**src/rtl/sm3_msg_expansion_stream.sv**
```systemverilog
// SM3 message expander with valid/ready block input and backpressured (j, W_j, W'_j) beat output.
// Optional shadow block register lets the next block follow the current one without a bubble.
`timescale 1ns/1ps
module sm3_msg_expansion_stream #(
   parameter int unsigned ROUNDS  = 64,
   parameter int unsigned IDX_W   = 6,
   parameter int unsigned PRELOAD = 1
) (
   input  logic              clk_in,
   input  logic              reset_in,
   input  logic [511:0]      msg_in,
   input  logic              msg_valid_in,
   output logic              msg_ready_out,
   input  logic              abort_in,
   output logic              word_valid_out,
   input  logic              word_ready_in,
   output logic [31:0]       word_out,
   output logic [31:0]       word_p_out,
   output logic [IDX_W-1:0]  index_out,
   output logic              last_out,
   output logic              busy_out
);

   localparam int unsigned WORD_W = 32;
   localparam int unsigned NWORDS = 16;
   localparam int unsigned BLK_W  = WORD_W * NWORDS;
   localparam logic [IDX_W-1:0] LAST_IDX = IDX_W'(ROUNDS - 1);
   localparam logic HAS_SHADOW = (PRELOAD != 0);

   typedef enum logic {IDLE = 1'b0, RUN = 1'b1} state_t;

   state_t              state_q, state_d;
   logic [WORD_W-1:0]   win_q [NWORDS];
   logic [WORD_W-1:0]   win_d [NWORDS];
   logic [BLK_W-1:0]    shadow_q, shadow_d;
   logic                shadow_valid_q, shadow_valid_d;
   logic [IDX_W-1:0]    cnt_q, cnt_d;
   logic                wvalid_q, wvalid_d;
   logic [WORD_W-1:0]   word_q, word_d;
   logic [WORD_W-1:0]   wordp_q, wordp_d;
   logic [IDX_W-1:0]    idx_q, idx_d;
   logic                last_q, last_d;

   logic                accept, adv, final_beat;
   logic [WORD_W-1:0]   x_mix, p1_x, new_w;

   function automatic logic [WORD_W-1:0] rotl(input logic [WORD_W-1:0] v, input int unsigned n);
      rotl = (v << n) | (v >> (WORD_W - n));
   endfunction

   // Next expanded word computed from the current 16-word window.
   assign x_mix = win_q[0] ^ win_q[7] ^ rotl(win_q[13], 15);
   assign p1_x  = x_mix ^ rotl(x_mix, 15) ^ rotl(x_mix, 23);
   assign new_w = p1_x ^ rotl(win_q[3], 7) ^ win_q[10];

   assign msg_ready_out = !abort_in && (state_q == IDLE || (HAS_SHADOW && !shadow_valid_q));
   assign accept        = msg_valid_in && msg_ready_out;
   assign adv           = !wvalid_q || word_ready_in;
   assign final_beat    = (cnt_q == LAST_IDX);

   assign word_valid_out = wvalid_q;
   assign word_out       = word_q;
   assign word_p_out     = wordp_q;
   assign index_out      = idx_q;
   assign last_out       = last_q;
   assign busy_out       = (state_q == RUN) || wvalid_q || shadow_valid_q;

   always_comb begin
      state_d        = state_q;
      win_d          = win_q;
      shadow_d       = shadow_q;
      shadow_valid_d = shadow_valid_q;
      cnt_d          = cnt_q;
      wvalid_d       = wvalid_q;
      word_d         = word_q;
      wordp_d        = wordp_q;
      idx_d          = idx_q;
      last_d         = last_q;

      if (abort_in) begin
         state_d        = IDLE;
         wvalid_d       = 1'b0;
         shadow_valid_d = 1'b0;
         cnt_d          = '0;
      end else begin
         unique case (state_q)
            IDLE: begin
               if (adv) wvalid_d = 1'b0;
               if (accept) begin
                  for (int i = 0; i < NWORDS; i++) win_d[i] = msg_in[BLK_W-1-WORD_W*i -: WORD_W];
                  cnt_d   = '0;
                  state_d = RUN;
               end
            end
            RUN: begin
               if (accept) begin
                  shadow_d       = msg_in;
                  shadow_valid_d = 1'b1;
               end
               if (adv) begin
                  wvalid_d = 1'b1;
                  word_d   = win_q[0];
                  wordp_d  = win_q[0] ^ win_q[4];
                  idx_d    = cnt_q;
                  last_d   = final_beat;
                  for (int i = 0; i < NWORDS - 1; i++) win_d[i] = win_q[i+1];
                  win_d[NWORDS-1] = new_w;
                  cnt_d = cnt_q + IDX_W'(1);
                  // End of block: chain the shadow, or a block arriving this very cycle, straight in.
                  if (final_beat) begin
                     cnt_d = '0;
                     if (shadow_valid_q) begin
                        for (int i = 0; i < NWORDS; i++) win_d[i] = shadow_q[BLK_W-1-WORD_W*i -: WORD_W];
                        shadow_valid_d = 1'b0;
                     end else if (accept) begin
                        for (int i = 0; i < NWORDS; i++) win_d[i] = msg_in[BLK_W-1-WORD_W*i -: WORD_W];
                        shadow_valid_d = 1'b0;
                     end else begin
                        state_d = IDLE;
                     end
                  end
               end
            end
            default: state_d = IDLE;
         endcase
      end
   end

   always_ff @(posedge clk_in or posedge reset_in) begin
      if (reset_in) begin
         state_q        <= IDLE;
         for (int i = 0; i < NWORDS; i++) win_q[i] <= '0;
         shadow_q       <= '0;
         shadow_valid_q <= 1'b0;
         cnt_q          <= '0;
         wvalid_q       <= 1'b0;
         word_q         <= '0;
         wordp_q        <= '0;
         idx_q          <= '0;
         last_q         <= 1'b0;
      end else begin
         state_q        <= state_d;
         for (int i = 0; i < NWORDS; i++) win_q[i] <= win_d[i];
         shadow_q       <= shadow_d;
         shadow_valid_q <= shadow_valid_d;
         cnt_q          <= cnt_d;
         wvalid_q       <= wvalid_d;
         word_q         <= word_d;
         wordp_q        <= wordp_d;
         idx_q          <= idx_d;
         last_q         <= last_d;
      end
   end

endmodule

```
**config.mk**
```make
export PLATFORM = sky130hd
export DESIGN_NAME = sm3_msg_expansion_stream
export DESIGN_NICKNAME = d
export VERILOG_FILES = /design/src/rtl/sm3_msg_expansion_stream.sv
export SDC_FILE = /design/constraint.sdc
export NUM_CORES = 2
export LEC_CHECK = 0
export BUFFER_PORTS_ARGS = -buffer_cell sky130_fd_sc_hd__buf_2
export CAP_MARGIN = 20
export CORE_MARGIN = 5
export CORE_UTILIZATION = 50
export DETAILED_ROUTE_END_ITERATION = 7
export HOLD_SLACK_MARGIN = 0.12
export PLACE_DENSITY = 0.72
export RECOVER_POWER = 25
export SYNTH_ARGS = -nofsm -noshare
export SYNTH_HDL_FRONTEND = slang
export SYNTH_SLANG_ARGS = --single-unit
```
**constraint.sdc**
```tcl
create_clock -name clk_in -period 62.9 [get_ports clk_in]
set_input_delay 12.58 -clock clk_in [delete_from_list [all_inputs] [get_ports clk_in]]
set_output_delay 12.58 -clock clk_in [all_outputs]
set_load 0.01 [all_outputs]
```
==> flow_metrics.env <==
export IMPL_synth_area_leader_cell="dfrtp_1"
export IMPL_cts_root_buf="clkbuf_16"
export IMPL_min_period_ps=25810
export IMPL_start_util=0.502
export IMPL_synth_most_common_cell="dfrtp_1"
export IMPL_fillers=8561
export IMPL_ys_warnings_count=0
export IMPL_grt_ovfl_total=0
export IMPL_clk_latency_ps=720
export IMPL_drive_above_1_share=0.265
export IMPL_drv_cap=9
export IMPL_antenna_found_initial=80
export IMPL_area_growth_syn_to_layout_pct=14.4
export IMPL_hold_viol=0
export IMPL_drt_iter0_drc=4496
export IMPL_cts_tree="built"
export IMPL_peakVddDrop_mv=0.0242
export IMPL_rr_worst_depth=7
export IMPL_reg2reg_setup_slack_ps=56830
export IMPL_holdPathStages=2
export IMPL_path_cells="clkbuf_1 -> a21oi_1 -> buf_2"
export IMPL_ys_seq_elements=1104
export IMPL_final_cells=6391
export IMPL_dr_total_vias=40100
export IMPL_fp_coreArea_um2=102000
export IMPL_reg2reg_to="shadow_q[444]"
export IMPL_synth_area_leaders="dfrtp_1 54%, mux2_2 12%, o2bb2ai_1 8.2%"
export IMPL_worst_path_max_delay_cell="clkbuf_1"
export IMPL_rsz0062_at_grt="no"
export IMPL_yosysTopAreaCellShare=0.541
export IMPL_rows=117
export IMPL_drc_errors=0
export IMPL_powerDensity_nw_per_um2=38.7
export IMPL_fmax_ghz=0.0387
export IMPL_finalMaxSlewViolations=611
export IMPL_drt_total_wl_um=185000
export IMPL_grt_pass1_vias=38800
export IMPL_start_kind="primary input"
export IMPL_fp_dieArea_um2=109000
export IMPL_hold_end="last_out"
export IMPL_regToRegStartpoint="shadow_valid_q"
export IMPL_dp_cells=6121
export IMPL_post_drt_wl_per_cell_um=28.9
export IMPL_ys_flop_type="dfrtp_1"
export IMPL_place_ws_ps=37250
export IMPL_chipWidth_um=330
export IMPL_io_pins=591
export IMPL_crit_path_max_incr_delay_ps=370
export IMPL_clock_skew_ps=31.5
export IMPL_async_flop_share=1.00
export IMPL_fin_nets=5393
export IMPL_globalplace_congestion=0.940
export IMPL_min_path_type="flop to flop"
export IMPL_cp_end_kind="primary output"
export IMPL_synth_distinct_cells=36
export IMPL_synth_common_cells="1104 x dfrtp_1, 550 x mux2_2, 550 x nand2_1"
export IMPL_cts_resized=0
export IMPL_syn_area_um2=51000
export IMPL_critical_path_required_ps=50320
export IMPL_outcome="complete, but fails checks"
export IMPL_post_cts_buffers=0
export IMPL_grtUsageTotal=0.331
export IMPL_grt_max_degree=256
export IMPL_die_h_um=330
export IMPL_dpl_hpwl_um=128000
export IMPL_synth_edff_count=0
export IMPL_path_delay_family="buffers and inverters"
export IMPL_clock_sinks=1104
export IMPL_final_setup_viol_count=0
export IMPL_tightest_slew_ps=6380
export IMPL_ant_nets=0
export IMPL_fin_ws_ps=37090
export IMPL_cts_hold_buffers=0
export IMPL_violations="max-capacitance violations, max-slew violations"
export IMPL_grt_pass1_wl_um=265000
export IMPL_p_leak_uw=0.0246
export IMPL_syn_area_per_cell_um2=11.3
export IMPL_clockBufferDepth=3
export IMPL_syn_inst=4531
export IMPL_crit_fanout=10
export IMPL_vias_per_cell=6.28
export IMPL_hp_start="last_out"
export IMPL_finalCritPeriodShare=0.410
export IMPL_synth_nets=5049
export IMPL_clk_pin_slew_worst_paths_ps=60
export IMPL_cts_buffers=115
export IMPL_port_buffers=590
export IMPL_critPathArrivalTime_ps=13230
export IMPL_h_tree_depth=3
export IMPL_critPathKind="primary input to primary output"
export IMPL_seq_area_frac_synth=0.541
export IMPL_dr_pass1_iters=7
export IMPL_slew_headroom=-3.27
export IMPL_tns_ps=0
export IMPL_critical_path_buf_inv_count=2
kinds of logic after synthesis:
family / share of synthesized area
DFF: 0.541
muxes: 0.122
and+or+nand+nor: 0.0496
xor gates and xnor gates: 0.0421
AOI/OAI and AO/OA: 0.208
buffers and inverters: 0.0369
adders and majority gates: 0.000245
metrics by stage:
step	total power [uW]	hold slack, ps	utilization	cell area [um2]
after detailed placement	1560	467	0.535	54400
final	2260	480	0.574	58400
after global placement	1540	458	0.535	54400
after floorplan	1330	449	-	51000
after CTS	2260	480	0.574	58300
after global routing	2340	499	0.574	58300
layout make-up:
cell class / instances / area [um2] / area share
Clock buffer: 170 / 3440 / 0.0589
Multi-Input combinational cell: 3003 / 21600 / 0.369
Inverter: 2 / 8.76 / 0.000150
Timing Repair Buffer: 649 / 3440 / 0.0589
Antenna cell: 52 / 130 / 0.00223
Sequential cell: 1104 / 27600 / 0.473
Tap cell: 1368 / 1710 / 0.0293
Clock inverter: 43 / 454 / 0.00778
worst max-delay path by stage:
| stage | cells after the start | to | from | slack, ps |
|---|---|---|---|---|
| 2_1_floorplan | 1 | cnt_q[0] | reset_in | 19240 |
| 3_3_place_gp | 3 | msg_ready_out | abort_in | 37240 |
| 3_5_place_dp | 3 | msg_ready_out | abort_in | 37250 |
| 4_1_cts | 3 | msg_ready_out | abort_in | 37250 |
| 5_1_grt | 3 | msg_ready_out | abort_in | 37060 |
| 6_report | 3 | msg_ready_out | abort_in | 37090 |
cells in the final DEF (no fill, tap or decap), types with 2 or more instances in the layout:
cell        instances
xnor3_1            32
nand2_1           550
and3_1              2
nand2b_1            3
clkinvlp_4          8
clkbuf_16         118
mux2i_1             2
diode_2            52
nor2_1             43
buf_12              7
buf_16              4
clkbuf_8           29
o31ai_1            32
buf_4              39
mux2_2            550
clkinv_2           24
bufinv_16           8
and2_1             32
xnor2_1           130
a21oi_1            36
o21ai_1           200
dfrtp_1          1103
clkbuf_1          105
buf_2             517
o21ai_0           348
nand3_1             2
o2bb2ai_1         480
xor2_1             33
o22ai_1           480
a31oi_1            32
nor2b_1             3
report_power, final:
part	switching, uW	total [uW]	internal (uW)
clock network	293	702	410
logic	280	530	249
registers	154	1030	872
registers in the layout, indices dropped and copies added, names as in the netlist:
name and cells:
cnt_q 6, index_out 6, last_out 1, shadow_q 512, shadow_valid_q 1, state_q 1, win_q 512, word_out 32
word_p_out 32, word_valid_out 1
per-layer routing:
| layer | wire (um) | track usage | up-vias | share of wire |
|---|---|---|---|---|
| met4 | 11900 | 0.191 | 48 | 0.065 |
| li1 | - | - | 17500 | - |
| met2 | 83300 | 0.496 | 1697 | 0.45 |
| met1 | 72100 | 0.437 | 20500 | 0.39 |
| met3 | 17100 | 0.0898 | 433 | 0.093 |
| met5 | 333 | 0 | - | 0.0018 |
worst min-delay path, delay by kind of cell (launching register included):
family             cells  cell delay (ps)
and+or+nand+nor        1               50
AOI/OAI and AO/OA      1               60
DFF                    1              340
Note: power is estimated with default switching activity, not from simulation.
